==> config.mk <==
export PLATFORM = sky130hd
export DESIGN_NAME = axi_master_wb_ctrl_flat
export DESIGN_NICKNAME = d
export VERILOG_FILES = /design/src/rtl/axi_master_wb_ctrl_if.sv /design/src/rtl/axi_master_wb_ctrl.sv /design/src/flat_wrapper.sv
export SDC_FILE = /design/constraint.sdc
export NUM_CORES = 1
export LEC_CHECK = 0
export ABC_AREA = 0
export ABC_CLOCK_PERIOD_IN_PS = 3800
export CAP_MARGIN = 20
export CELL_PAD_IN_SITES_DETAIL_PLACEMENT = 2
export CELL_PAD_IN_SITES_GLOBAL_PLACEMENT = 2
export CORE_ASPECT_RATIO = 1.75
export CORE_MARGIN = 10
export CORE_UTILIZATION = 22
export DETAILED_ROUTE_END_ITERATION = 10
export MAX_ROUTING_LAYER = met4
export PLACE_DENSITY_LB_ADDON = 0.1
export SYNTH_ARGS = -nofsm -noshare
export SYNTH_HDL_FRONTEND = slang
export SYNTH_SLANG_ARGS = --single-unit
==> constraint.sdc <==
create_clock -name clk -period 3.8 [get_ports clk]
set_input_delay 0.38 -clock clk [delete_from_list [all_inputs] [get_ports clk]]
set_output_delay 0.38 -clock clk [all_outputs]
set_load 0.01 [all_outputs]
==> src/rtl/axi_master_wb_ctrl_if.sv <==
// axi_master_wb_ctrl_if: AW observation, user write beats, AXI W/B channels and status of the W-channel controller.
interface axi_master_wb_ctrl_if #(parameter int ID_W = 12, parameter int DATA_W = 64);
  logic                  m_axi_awvalid, m_axi_awready;
  logic [7:0]            m_axi_awlen;
  logic [ID_W-1:0]       m_axi_awid;
  logic                  write_valid, write_ready;
  logic [DATA_W-1:0]     wdata;
  logic [DATA_W/8-1:0]   wstrb;
  logic                  m_axi_wvalid, m_axi_wlast, m_axi_wready;
  logic [DATA_W-1:0]     m_axi_wdata;
  logic [DATA_W/8-1:0]   m_axi_wstrb;
  logic [ID_W-1:0]       m_axi_wid;
  logic                  m_axi_bvalid, m_axi_bready;
  logic [ID_W-1:0]       m_axi_bid;
  logic [1:0]            m_axi_bresp;
  logic                  tx_wactive, tx_bwait, aw_idle, resp_valid, bid_err, aw_ovf;
  logic [7:0]            tx_awlen;
  logic [1:0]            resp_code;
  modport master (
    input  m_axi_awvalid, m_axi_awready, m_axi_awlen, m_axi_awid,
    input  write_valid, wdata, wstrb, m_axi_wready, m_axi_bvalid, m_axi_bid, m_axi_bresp,
    output write_ready, m_axi_wvalid, m_axi_wlast, m_axi_wdata, m_axi_wstrb, m_axi_wid, m_axi_bready,
    output tx_wactive, tx_bwait, tx_awlen, aw_idle, resp_valid, resp_code, bid_err, aw_ovf
  );
  modport slave (
    output m_axi_awvalid, m_axi_awready, m_axi_awlen, m_axi_awid,
    output write_valid, wdata, wstrb, m_axi_wready, m_axi_bvalid, m_axi_bid, m_axi_bresp,
    input  write_ready, m_axi_wvalid, m_axi_wlast, m_axi_wdata, m_axi_wstrb, m_axi_wid, m_axi_bready,
    input  tx_wactive, tx_bwait, tx_awlen, aw_idle, resp_valid, resp_code, bid_err, aw_ovf
  );
endinterface

==> src/rtl/axi_master_wb_ctrl.sv <==
// axi_master_wb_ctrl: AXI write-data/response sequencer driven by an observed AW handshake.
module axi_master_wb_ctrl #(
  parameter int ID_W   = 12,
  parameter int DATA_W = 64
) (
  input logic                   clk,
  input logic                   rst,
  axi_master_wb_ctrl_if.master  bus
);
  typedef enum logic [1:0] {IDLE, WDATA, BWAIT} state_t;
  state_t              state_q, state_d;
  logic [7:0]          awlen_q, awlen_d, cnt_q, cnt_d;
  logic [ID_W-1:0]     wid_q, wid_d;
  logic [DATA_W-1:0]   wdata_q, wdata_d;
  logic [DATA_W/8-1:0] wstrb_q, wstrb_d;
  logic                wvalid_q, wvalid_d, wlast_q, wlast_d, last_loaded_q, last_loaded_d;
  logic                resp_valid_q, resp_valid_d, bid_err_q, bid_err_d, aw_ovf_q, aw_ovf_d;
  logic [1:0]          resp_code_q, resp_code_d;
  logic                aw_fire, w_hs, load, is_last;
  assign aw_fire = bus.m_axi_awvalid & bus.m_axi_awready;
  assign w_hs    = wvalid_q & bus.m_axi_wready;
  assign bus.write_ready = (state_q == WDATA) & (!wvalid_q | bus.m_axi_wready) & !last_loaded_q;
  assign load    = bus.write_valid & bus.write_ready;
  assign is_last = cnt_q == awlen_q;
  always_comb begin
    state_d       = state_q;
    awlen_d       = awlen_q;
    cnt_d         = cnt_q;
    wid_d         = wid_q;
    wdata_d       = wdata_q;
    wstrb_d       = wstrb_q;
    wvalid_d      = wvalid_q;
    wlast_d       = wlast_q;
    last_loaded_d = last_loaded_q;
    resp_valid_d  = 1'b0;
    resp_code_d   = resp_code_q;
    bid_err_d     = bid_err_q;
    aw_ovf_d      = aw_ovf_q | (aw_fire & (state_q != IDLE));
    if (state_q == IDLE && aw_fire) begin
      awlen_d = bus.m_axi_awlen;
      wid_d   = bus.m_axi_awid;
      cnt_d   = 8'd0;
      state_d = WDATA;
    end
    if (w_hs) begin
      wvalid_d = 1'b0;
      wlast_d  = 1'b0;
      if (wlast_q) begin
        state_d       = BWAIT;
        last_loaded_d = 1'b0;
      end
    end
    // the counter parks on the final beat so awlen=255 never wraps
    if (load) begin
      wdata_d       = bus.wdata;
      wstrb_d       = bus.wstrb;
      wvalid_d      = 1'b1;
      wlast_d       = is_last;
      last_loaded_d = is_last;
      cnt_d         = is_last ? cnt_q : cnt_q + 8'd1;
    end
    if (state_q == BWAIT && bus.m_axi_bvalid) begin
      resp_valid_d = 1'b1;
      resp_code_d  = bus.m_axi_bresp;
      bid_err_d    = bus.m_axi_bid != wid_q;
      state_d      = IDLE;
    end
  end
  always_ff @(posedge clk or posedge rst) begin
    if (rst) begin
      state_q       <= IDLE;
      awlen_q       <= '0;
      cnt_q         <= '0;
      wid_q         <= '0;
      wdata_q       <= '0;
      wstrb_q       <= '0;
      wvalid_q      <= 1'b0;
      wlast_q       <= 1'b0;
      last_loaded_q <= 1'b0;
      resp_valid_q  <= 1'b0;
      resp_code_q   <= '0;
      bid_err_q     <= 1'b0;
      aw_ovf_q      <= 1'b0;
    end else begin
      state_q       <= state_d;
      awlen_q       <= awlen_d;
      cnt_q         <= cnt_d;
      wid_q         <= wid_d;
      wdata_q       <= wdata_d;
      wstrb_q       <= wstrb_d;
      wvalid_q      <= wvalid_d;
      wlast_q       <= wlast_d;
      last_loaded_q <= last_loaded_d;
      resp_valid_q  <= resp_valid_d;
      resp_code_q   <= resp_code_d;
      bid_err_q     <= bid_err_d;
      aw_ovf_q      <= aw_ovf_d;
    end
  end
  assign bus.m_axi_wvalid = wvalid_q;
  assign bus.m_axi_wlast  = wlast_q;
  assign bus.m_axi_wdata  = wdata_q;
  assign bus.m_axi_wstrb  = wstrb_q;
  assign bus.m_axi_wid    = wid_q;
  assign bus.m_axi_bready = state_q == BWAIT;
  assign bus.tx_bwait     = state_q == BWAIT;
  assign bus.tx_wactive   = state_q == WDATA;
  assign bus.aw_idle      = state_q == IDLE;
  assign bus.tx_awlen     = awlen_q;
  assign bus.resp_valid   = resp_valid_q;
  assign bus.resp_code    = resp_code_q;
  assign bus.bid_err      = bid_err_q;
  assign bus.aw_ovf       = aw_ovf_q;
endmodule
==> src/flat_wrapper.sv <==
// flat-port wrapper written by rule: the top's interface ports become plain ports
module axi_master_wb_ctrl_flat 
#(
  parameter int ID_W   = 12,
  parameter int DATA_W = 64
)
  (clk, rst, bus_m_axi_awvalid, bus_m_axi_awready, bus_m_axi_awlen, bus_m_axi_awid, bus_write_valid, bus_wdata, bus_wstrb, bus_m_axi_wready, bus_m_axi_bvalid, bus_m_axi_bid, bus_m_axi_bresp, bus_write_ready, bus_m_axi_wvalid, bus_m_axi_wlast, bus_m_axi_wdata, bus_m_axi_wstrb, bus_m_axi_wid, bus_m_axi_bready, bus_tx_wactive, bus_tx_bwait, bus_tx_awlen, bus_aw_idle, bus_resp_valid, bus_resp_code, bus_bid_err, bus_aw_ovf);
  axi_master_wb_ctrl_if #(.ID_W(ID_W), .DATA_W(DATA_W)) bus_i ();
  input logic clk;
  input logic rst;
  input wire logic [$bits(bus_i.m_axi_awvalid)-1:0] bus_m_axi_awvalid;
  input wire logic [$bits(bus_i.m_axi_awready)-1:0] bus_m_axi_awready;
  input wire logic [$bits(bus_i.m_axi_awlen)-1:0] bus_m_axi_awlen;
  input wire logic [$bits(bus_i.m_axi_awid)-1:0] bus_m_axi_awid;
  input wire logic [$bits(bus_i.write_valid)-1:0] bus_write_valid;
  input wire logic [$bits(bus_i.wdata)-1:0] bus_wdata;
  input wire logic [$bits(bus_i.wstrb)-1:0] bus_wstrb;
  input wire logic [$bits(bus_i.m_axi_wready)-1:0] bus_m_axi_wready;
  input wire logic [$bits(bus_i.m_axi_bvalid)-1:0] bus_m_axi_bvalid;
  input wire logic [$bits(bus_i.m_axi_bid)-1:0] bus_m_axi_bid;
  input wire logic [$bits(bus_i.m_axi_bresp)-1:0] bus_m_axi_bresp;
  output wire logic [$bits(bus_i.write_ready)-1:0] bus_write_ready;
  output wire logic [$bits(bus_i.m_axi_wvalid)-1:0] bus_m_axi_wvalid;
  output wire logic [$bits(bus_i.m_axi_wlast)-1:0] bus_m_axi_wlast;
  output wire logic [$bits(bus_i.m_axi_wdata)-1:0] bus_m_axi_wdata;
  output wire logic [$bits(bus_i.m_axi_wstrb)-1:0] bus_m_axi_wstrb;
  output wire logic [$bits(bus_i.m_axi_wid)-1:0] bus_m_axi_wid;
  output wire logic [$bits(bus_i.m_axi_bready)-1:0] bus_m_axi_bready;
  output wire logic [$bits(bus_i.tx_wactive)-1:0] bus_tx_wactive;
  output wire logic [$bits(bus_i.tx_bwait)-1:0] bus_tx_bwait;
  output wire logic [$bits(bus_i.tx_awlen)-1:0] bus_tx_awlen;
  output wire logic [$bits(bus_i.aw_idle)-1:0] bus_aw_idle;
  output wire logic [$bits(bus_i.resp_valid)-1:0] bus_resp_valid;
  output wire logic [$bits(bus_i.resp_code)-1:0] bus_resp_code;
  output wire logic [$bits(bus_i.bid_err)-1:0] bus_bid_err;
  output wire logic [$bits(bus_i.aw_ovf)-1:0] bus_aw_ovf;
  assign bus_i.m_axi_awvalid = bus_m_axi_awvalid;
  assign bus_i.m_axi_awready = bus_m_axi_awready;
  assign bus_i.m_axi_awlen = bus_m_axi_awlen;
  assign bus_i.m_axi_awid = bus_m_axi_awid;
  assign bus_i.write_valid = bus_write_valid;
  assign bus_i.wdata = bus_wdata;
  assign bus_i.wstrb = bus_wstrb;
  assign bus_i.m_axi_wready = bus_m_axi_wready;
  assign bus_i.m_axi_bvalid = bus_m_axi_bvalid;
  assign bus_i.m_axi_bid = bus_m_axi_bid;
  assign bus_i.m_axi_bresp = bus_m_axi_bresp;
  assign bus_write_ready = bus_i.write_ready;
  assign bus_m_axi_wvalid = bus_i.m_axi_wvalid;
  assign bus_m_axi_wlast = bus_i.m_axi_wlast;
  assign bus_m_axi_wdata = bus_i.m_axi_wdata;
  assign bus_m_axi_wstrb = bus_i.m_axi_wstrb;
  assign bus_m_axi_wid = bus_i.m_axi_wid;
  assign bus_m_axi_bready = bus_i.m_axi_bready;
  assign bus_tx_wactive = bus_i.tx_wactive;
  assign bus_tx_bwait = bus_i.tx_bwait;
  assign bus_tx_awlen = bus_i.tx_awlen;
  assign bus_aw_idle = bus_i.aw_idle;
  assign bus_resp_valid = bus_i.resp_valid;
  assign bus_resp_code = bus_i.resp_code;
  assign bus_bid_err = bus_i.bid_err;
  assign bus_aw_ovf = bus_i.aw_ovf;
  axi_master_wb_ctrl #(.ID_W(ID_W), .DATA_W(DATA_W)) u_core (.clk(clk), .rst(rst), .bus(bus_i));
endmodule
==> results of run 1 <==
==> per-layer routing <==
metal / vias up / routed length (µm)
met5: - / 0
met4: 0 / 208
li1: 1997 / -
met1: 2094 / 6700
met2: 139 / 10200
met3: 9 / 1180
==> Yosys cell counts <==
library cell / instances
dfrtp_1: 110
clkbuf_1: 10
nor4_1: 1
a21oi_1: 2
o21bai_1: 1
o31a_1: 2
nor3b_2: 1
o2111ai_1: 1
o22ai_1: 2
nand2b_1: 1
nor2b_1: 2
o31ai_1: 1
nand4_1: 6
mux2i_1: 2
nor3_1: 5
nand2_1: 295
or3_1: 1
o21a_1: 1
nand3_2: 1
or4b_1: 1
o211ai_1: 2
nor2_1: 4
buf_2: 10
and3_1: 2
o311ai_0: 1
nand3_1: 6
buf_4: 2
inv_1: 7
buf_1: 1
o21ai_0: 4
ha_1: 1
xnor2_1: 20
o22a_1: 1
nor2_2: 1
and2_1: 1
==> registers in the layout (all words and copies together), names as in the netlist <==
signal and count:
u_core.bus.resp_valid 1, u_core.bus.resp_code 2, u_core.cnt_q 8, u_core.bus.m_axi_wid 12
u_core.bus.m_axi_wlast 1, u_core.bus.aw_ovf 1, u_core.bus.tx_awlen 8, u_core.bus.bid_err 1
u_core.bus.m_axi_wstrb 8, u_core.state_q 2, u_core.bus.m_axi_wvalid 1, u_core.bus.m_axi_wdata 64
u_core.last_loaded_q 1
==> where the power goes <==
group          leakage (nW)  switching [mW]  internal, mW
combinational          1.78           0.183         0.277
clock                 0.159           0.455         0.596
sequential             1.50          0.0656          1.23
==> cell type report <==
class / count / area [µm²] / area share
timing repair buffer: 221 / 2210 / 0.304
tap: 248 / 310 / 0.0427
multi-input combinational: 369 / 1640 / 0.226
clock buffer: 10 / 239 / 0.0329
sequential: 110 / 2750 / 0.379
clock inverter: 5 / 82.6 / 0.0114
inverter: 7 / 28.8 / 0.00396
==> worst paths after layout <==
path / to / slack, ns / cells after the start
max: bus_write_ready / 1.56 / 3
min: u_core.bus.m_axi_wstrb[5] / 0.48 / 2
max reg2reg: u_core.cnt_q[7] / 1.65 / 5
min reg2reg: u_core.bus.m_axi_wstrb[5] / 0.48 / 2
max in group asynchronous: u_core.bus.m_axi_wdata[55] / 2.48 / 3
min in group asynchronous: u_core.bus.m_axi_wdata[18] / 0.53 / 2
==> kinds of logic (layout without fill, tap and decap cells) <==
group | after synthesis | in the layout | synth area share
muxes | 2 | 2 | 0.00443
DFF | 110 | 110 | 0.609
adders and majority gates | 1 | 1 | 0.00277
buffers and inverters | 30 | 243 | 0.0293
xor gates and xnor gates | 20 | 20 | 0.0387
and+or+nand+nor | 328 | 328 | 0.288
AOI/OAI and AO/OA | 18 | 18 | 0.0274
==> critical path, delay by kind of cell (launching register included) <==
kind                   cells  cell delay, ns
buffers and inverters      1            0.57
and+or+nand+nor            2            0.48
DFF                        1            0.46
==> stage by stage <==
stage | util | area [µm²]
4_1_cts | 0.358 | 7270
3_5_place_dp | 0.342 | 6950
6_report | 0.358 | 7270
5_1_grt | 0.358 | 7270
3_3_place_gp | 0.342 | 6950
2_1_floorplan | - | 4520
==> run_results.csv, run 1 <==
group,metric,value,unit
route,drt-initial-drc-count,265,
flow_run,cap_violations,0,
critical_path,crit_fanout,6,
grt,use_met1,0.143,
final_layout,fillers,2304,
grt,grt_first_pass_wirelength,29000,µm
cts,post_cts_buffers,0,
route,wl_per_cell,18.9,µm
placement,dp_hpwl,14300,µm
route,route.vias.total,4239,
power_and_ir_drop,p_leak,3.44,nW
grt,grt_max_degree,76,
route,firstDrtPassIters,4,
cts,ctsHoldBuffers,0,
yosys,synthesis.nets,623,
sta,fin_crit_sh,0.590,
floorplanning,die_h,210,µm
final_layout,stdcell_count,970,
hold_path,worstHoldPathType,"reg -> reg",
route,vias_per_cell,4.37,
critical_path,critPathKind,"reg -> out",
sta,tns,0,ns
cts,clock-sinks,110,
grt,overflow,0,
grt,grt_pass1_vias,4961,
yosys,yosys_warnings,0,
yosys,ys_seq_elements,110,
grt,groute.usage.overall,0.142,
power_and_ir_drop,p_per_area,386,nW/µm²
outcome,outcome,"complete, no violations",
grt,met3_usage,0.0416,
floorplanning,fp-row-count,69,
critical_path,startpoint_type,"flop",
critical_path,cp-end-kind,"output pin",
yosys,syn-cell-area,4520,µm²
grt,antenna_found_initial,0,
sta,rsz0062_at_grt,"no",
sta,hold_viol,0,
final_layout,layout_commonest_cell,"nand2_1",
critical_path,cp_slowest_cell,"clkdlybuf4s50_1",
route,postRouteAntennaNets,0,
placement,place_worst_setup_slack,1.28,ns
sta,holdWs,0.477,ns
final_layout,drive_gt1_frac,0.0360,
sta,drv_slew,0,
sta,fmax,446,MHz
floorplanning,core_area,20300,µm²
critical_path,crit_chain,"nor3b_2 > and2_1 > clkdlybuf4s50_1",
sta,fin_crit,2.24,ns
cts,h-tree-depth,3,
final_layout,syn_to_final_growth,60.8,%
floorplanning,io_pins,217,
placement,io_buffers,216,
sta,setup_ws,1.56,ns
floorplanning,dieWidth,128,µm
yosys,synth_largest_area_cell,"dfrtp_1",
cts,insertion_delay,0.36,ns
final_layout,final_cell_mix,"nand2_1, clkdlybuf4s50_1, dfrtp_1",
placement,globalplace.congestion,0.772,
final_layout,diodes,0,
floorplanning,initial_core_util,0.223,
critical_path,cpPeakStageDelay,0.57,ns
yosys,syn_area_per_cell,8.88,µm²
final_layout,nets,832,
cts,numCtsBuffers,9,
cts,cts_resized,0,
cts,cts_tree,"done",
grt,use_met2,0.257,
sta,fin_worst_skew,0.00993,ns
cts,clockBufferDepth,2,
critical_path,arrival,1.86,ns
yosys,synthesis.instances,509,
critical_path,worstReg2RegStart,"u_core.state_q[1]",
yosys,synth_area_leaders,"dfrtp_1, nand2_1, xnor2_1",
power_and_ir_drop,vdd_drop_max,0.242,mV
sta,relSlewSlack,0.428,
route,drc,0,
power_and_ir_drop,finalPower,2.81,mW
sta,worst_pin_slew,0.857,ns
floorplanning,design.die.area,26900,µm²
cts,root_buffer,"clkbuf_16",
placement,place_inst,955,
critical_path,startpoint,"u_core.state_q[1]",
cts,clkTransAtPathRegs,0.07,ns
critical_path,required,3.42,ns
hold_path,min_from,"u_core.bus.m_axi_wstrb[5]",
route,wirelength,18300,µm
grt,busiest_layer,"met2",
yosys,synth-seq-area-share,0.609,
sta,setup_violations,0,
yosys,synth_top_area_frac,0.609,
yosys,synthDistinctLibCells,35,
(Power assumes the default switching activity.)
==> run 2, diff against run 1 <==
Settings changed: ABC_CLOCK_PERIOD_IN_PS 3800 to 1800, CORE_UTILIZATION 22 to 20.
Clock period 3.8 ns to 1.8 ns, I/O delays scaled along.
==> run_results.csv, run 2 (synthesized netlist as in run 1, its figures left out) <==
group,metric,value,unit
floorplanning,io_pins,217,
cts,h-tree-depth,3,
power_and_ir_drop,p_per_area,776,nW/µm²
grt,overflow,0,
power_and_ir_drop,cellInternalPower,4.34,mW
route,vias_per_cell,4.19,
critical_path,required,1.62,ns
sta,tns,0,ns
cts,clkTransAtPathRegs,0.07,ns
sta,rsz0062_at_grt,"no",
sta,fin_worst_skew,0.00492,ns
final_layout,largest_register_ffs,64,
route,route.vias.total,4346,
flow_run,cap_violations,0,
route,firstDrtPassIters,4,
grt,antenna_found_initial,3,
route,wirelength,19600,µm
floorplanning,dieWidth,134,µm
placement,dp_hpwl,15500,µm
critical_path,crit_fanout,4,
sta,relSlewSlack,0.722,
critical_path,arrival,1.48,ns
route,drc,0,
grt,grt_pass1_vias,5103,
grt,grt_max_degree,44,
final_layout,nets,847,
final_layout,layout_commonest_cell,"nand2_1",
placement,place_worst_setup_slack,-0.0244,ns
floorplanning,die_h,219,µm
cts,clock-sinks,110,
route,wl_per_cell,18.9,µm
power_and_ir_drop,vdd_drop_max,0.464,mV
outcome,outcome,"complete, no violations",
grt,groute.usage.overall,0.139,
sta,worst_pin_slew,0.416,ns
sta,fin_crit,1.66,ns
placement,globalplace.congestion,0.775,
route,drt-initial-drc-count,199,
placement,io_buffers,216,
final_layout,syn_to_final_growth,66.2,%
cts,post_cts_buffers,0,
critical_path,cp-end-kind,"output pin",
critical_path,startpoint_type,"flop",
cts,clockBufferDepth,2,
floorplanning,fp-row-count,72,
cts,numCtsBuffers,9,
power_and_ir_drop,p_leak,3.54,nW
power_and_ir_drop,clkPwrFrac,0.359,
sta,fmax,602,MHz
critical_path,critPathKind,"reg -> out",
power_and_ir_drop,p_sw,1.49,mW
final_layout,final_cell_mix,"nand2_1, clkdlybuf4s50_1, dfrtp_1",
power_and_ir_drop,power_switching_share,0.255,
sta,setup_violations,0,
power_and_ir_drop,p_seq_frac,0.469,
sta,drv_slew,0,
final_layout,drive_gt1_frac,0.0596,
sta,fin_crit_sh,0.923,
cts,cts_tree,"done",
cts,root_buffer,"clkbuf_16",
floorplanning,core_area,22200,µm²
floorplanning,design.die.area,29300,µm²
sta,setup_ws,0.139,ns
grt,grt_first_pass_wirelength,30200,µm
sta,hold_viol,0,
power_and_ir_drop,combPwrFrac,0.172,
route,postRouteAntennaNets,0,
hold_path,worstHoldPathType,"in -> async",
cts,insertion_delay,0.36,ns
floorplanning,initial_core_util,0.204,
[run 2: changes by cell type in the layout (fill, tap and decap cells not counted), sizes merged, moves of 2 or more]
cell           previous run  this run
inv                       8         6
diode                     0         3
dlygate4sd2               0         4
buf                       5        20
clkdlybuf4s50           216       211
clkbuf                   10        12
[run 2: per-layer routing]
| metal | track usage | vias to the layer above | wire length, µm |
|---|---|---|---|
| met5 | - | - | 0 |
| met1 | 0.133 | 2166 | 7120 |
| met3 | 0.0387 | 17 | 975 |
| met2 | 0.256 | 132 | 11200 |
| li1 | - | 2031 | - |
| met4 | 0.0550 | 0 | 351 |
[run 2: power groups by stage]
stage | registers, mW | clock network [mW] | logic [mW]
3_3_place_gp | 2.78 | 0 | 1.00
3_5_place_dp | 2.79 | 0 | 1.02
6_report | 2.74 | 2.09 | 1.00
4_1_cts | 2.74 | 2.22 | 1.03
5_1_grt | 2.76 | 2.30 | 1.10
2_1_floorplan | 2.81 | 0 | 0.304
[run 2: stage by stage]
| step | util | cells | total power [mW] | hold slack, ns | cell area (µm²) |
|---|---|---|---|---|---|
| 2_1_floorplan | - | 509 | 3.12 | 0.285 | 4520 |
| 3_3_place_gp | 0.325 | 1018 | 3.78 | 0.458 | 7190 |
| 3_5_place_dp | 0.325 | 1018 | 3.81 | 0.465 | 7190 |
| 4_1_cts | 0.338 | 1034 | 5.99 | 0.168 | 7500 |
| 5_1_grt | 0.339 | 1037 | 6.16 | 0.192 | 7510 |
| 6_report | 0.339 | 1037 | 5.83 | 0.169 | 7510 |
[run 2: timing repair]
action,4_1_cts,5_1_grt
setup endpoints to repair,5,6
pin swaps,1,1
hold buffers,0,0
resized for setup,9,3
hold endpoints to repair,0,0
[run 2: final timing paths]
path	slack (ns)	endpoint	depth (start not counted)	start
max in group asynchronous	1.05	u_core.state_q[1]	3	rst
setup / recovery	0.14	bus_write_ready	3	u_core.state_q[1]
hold / removal	0.17	u_core.bus.m_axi_wdata[45]	2	rst
setup reg to reg	0.16	u_core.cnt_q[2]	5	u_core.state_q[1]
min in group clk	0.35	u_core.bus.tx_awlen[4]	3	bus_m_axi_awlen[4]
hold reg to reg	0.48	u_core.bus.m_axi_wstrb[7]	2	u_core.bus.m_axi_wstrb[7]
[run 2: layout make-up]
type                       count  area, µm²
antenna                        3       7.51
clock buffer                  12        256
clock inverter                 4       45.0
fill                        2544      14600
inverter                       7       30.0
multi-input combinational    369       1660
sequential                   110       2760
tap                          296        370
timing repair buffer         236       2390
[run 2: worst max-delay path, cell delays in order, from the launching register on]
cell and delay (ns):
dfrtp_2 0.45, nor3b_4 0.26, and2_1 0.16, clkdlybuf4s15_1 0.25
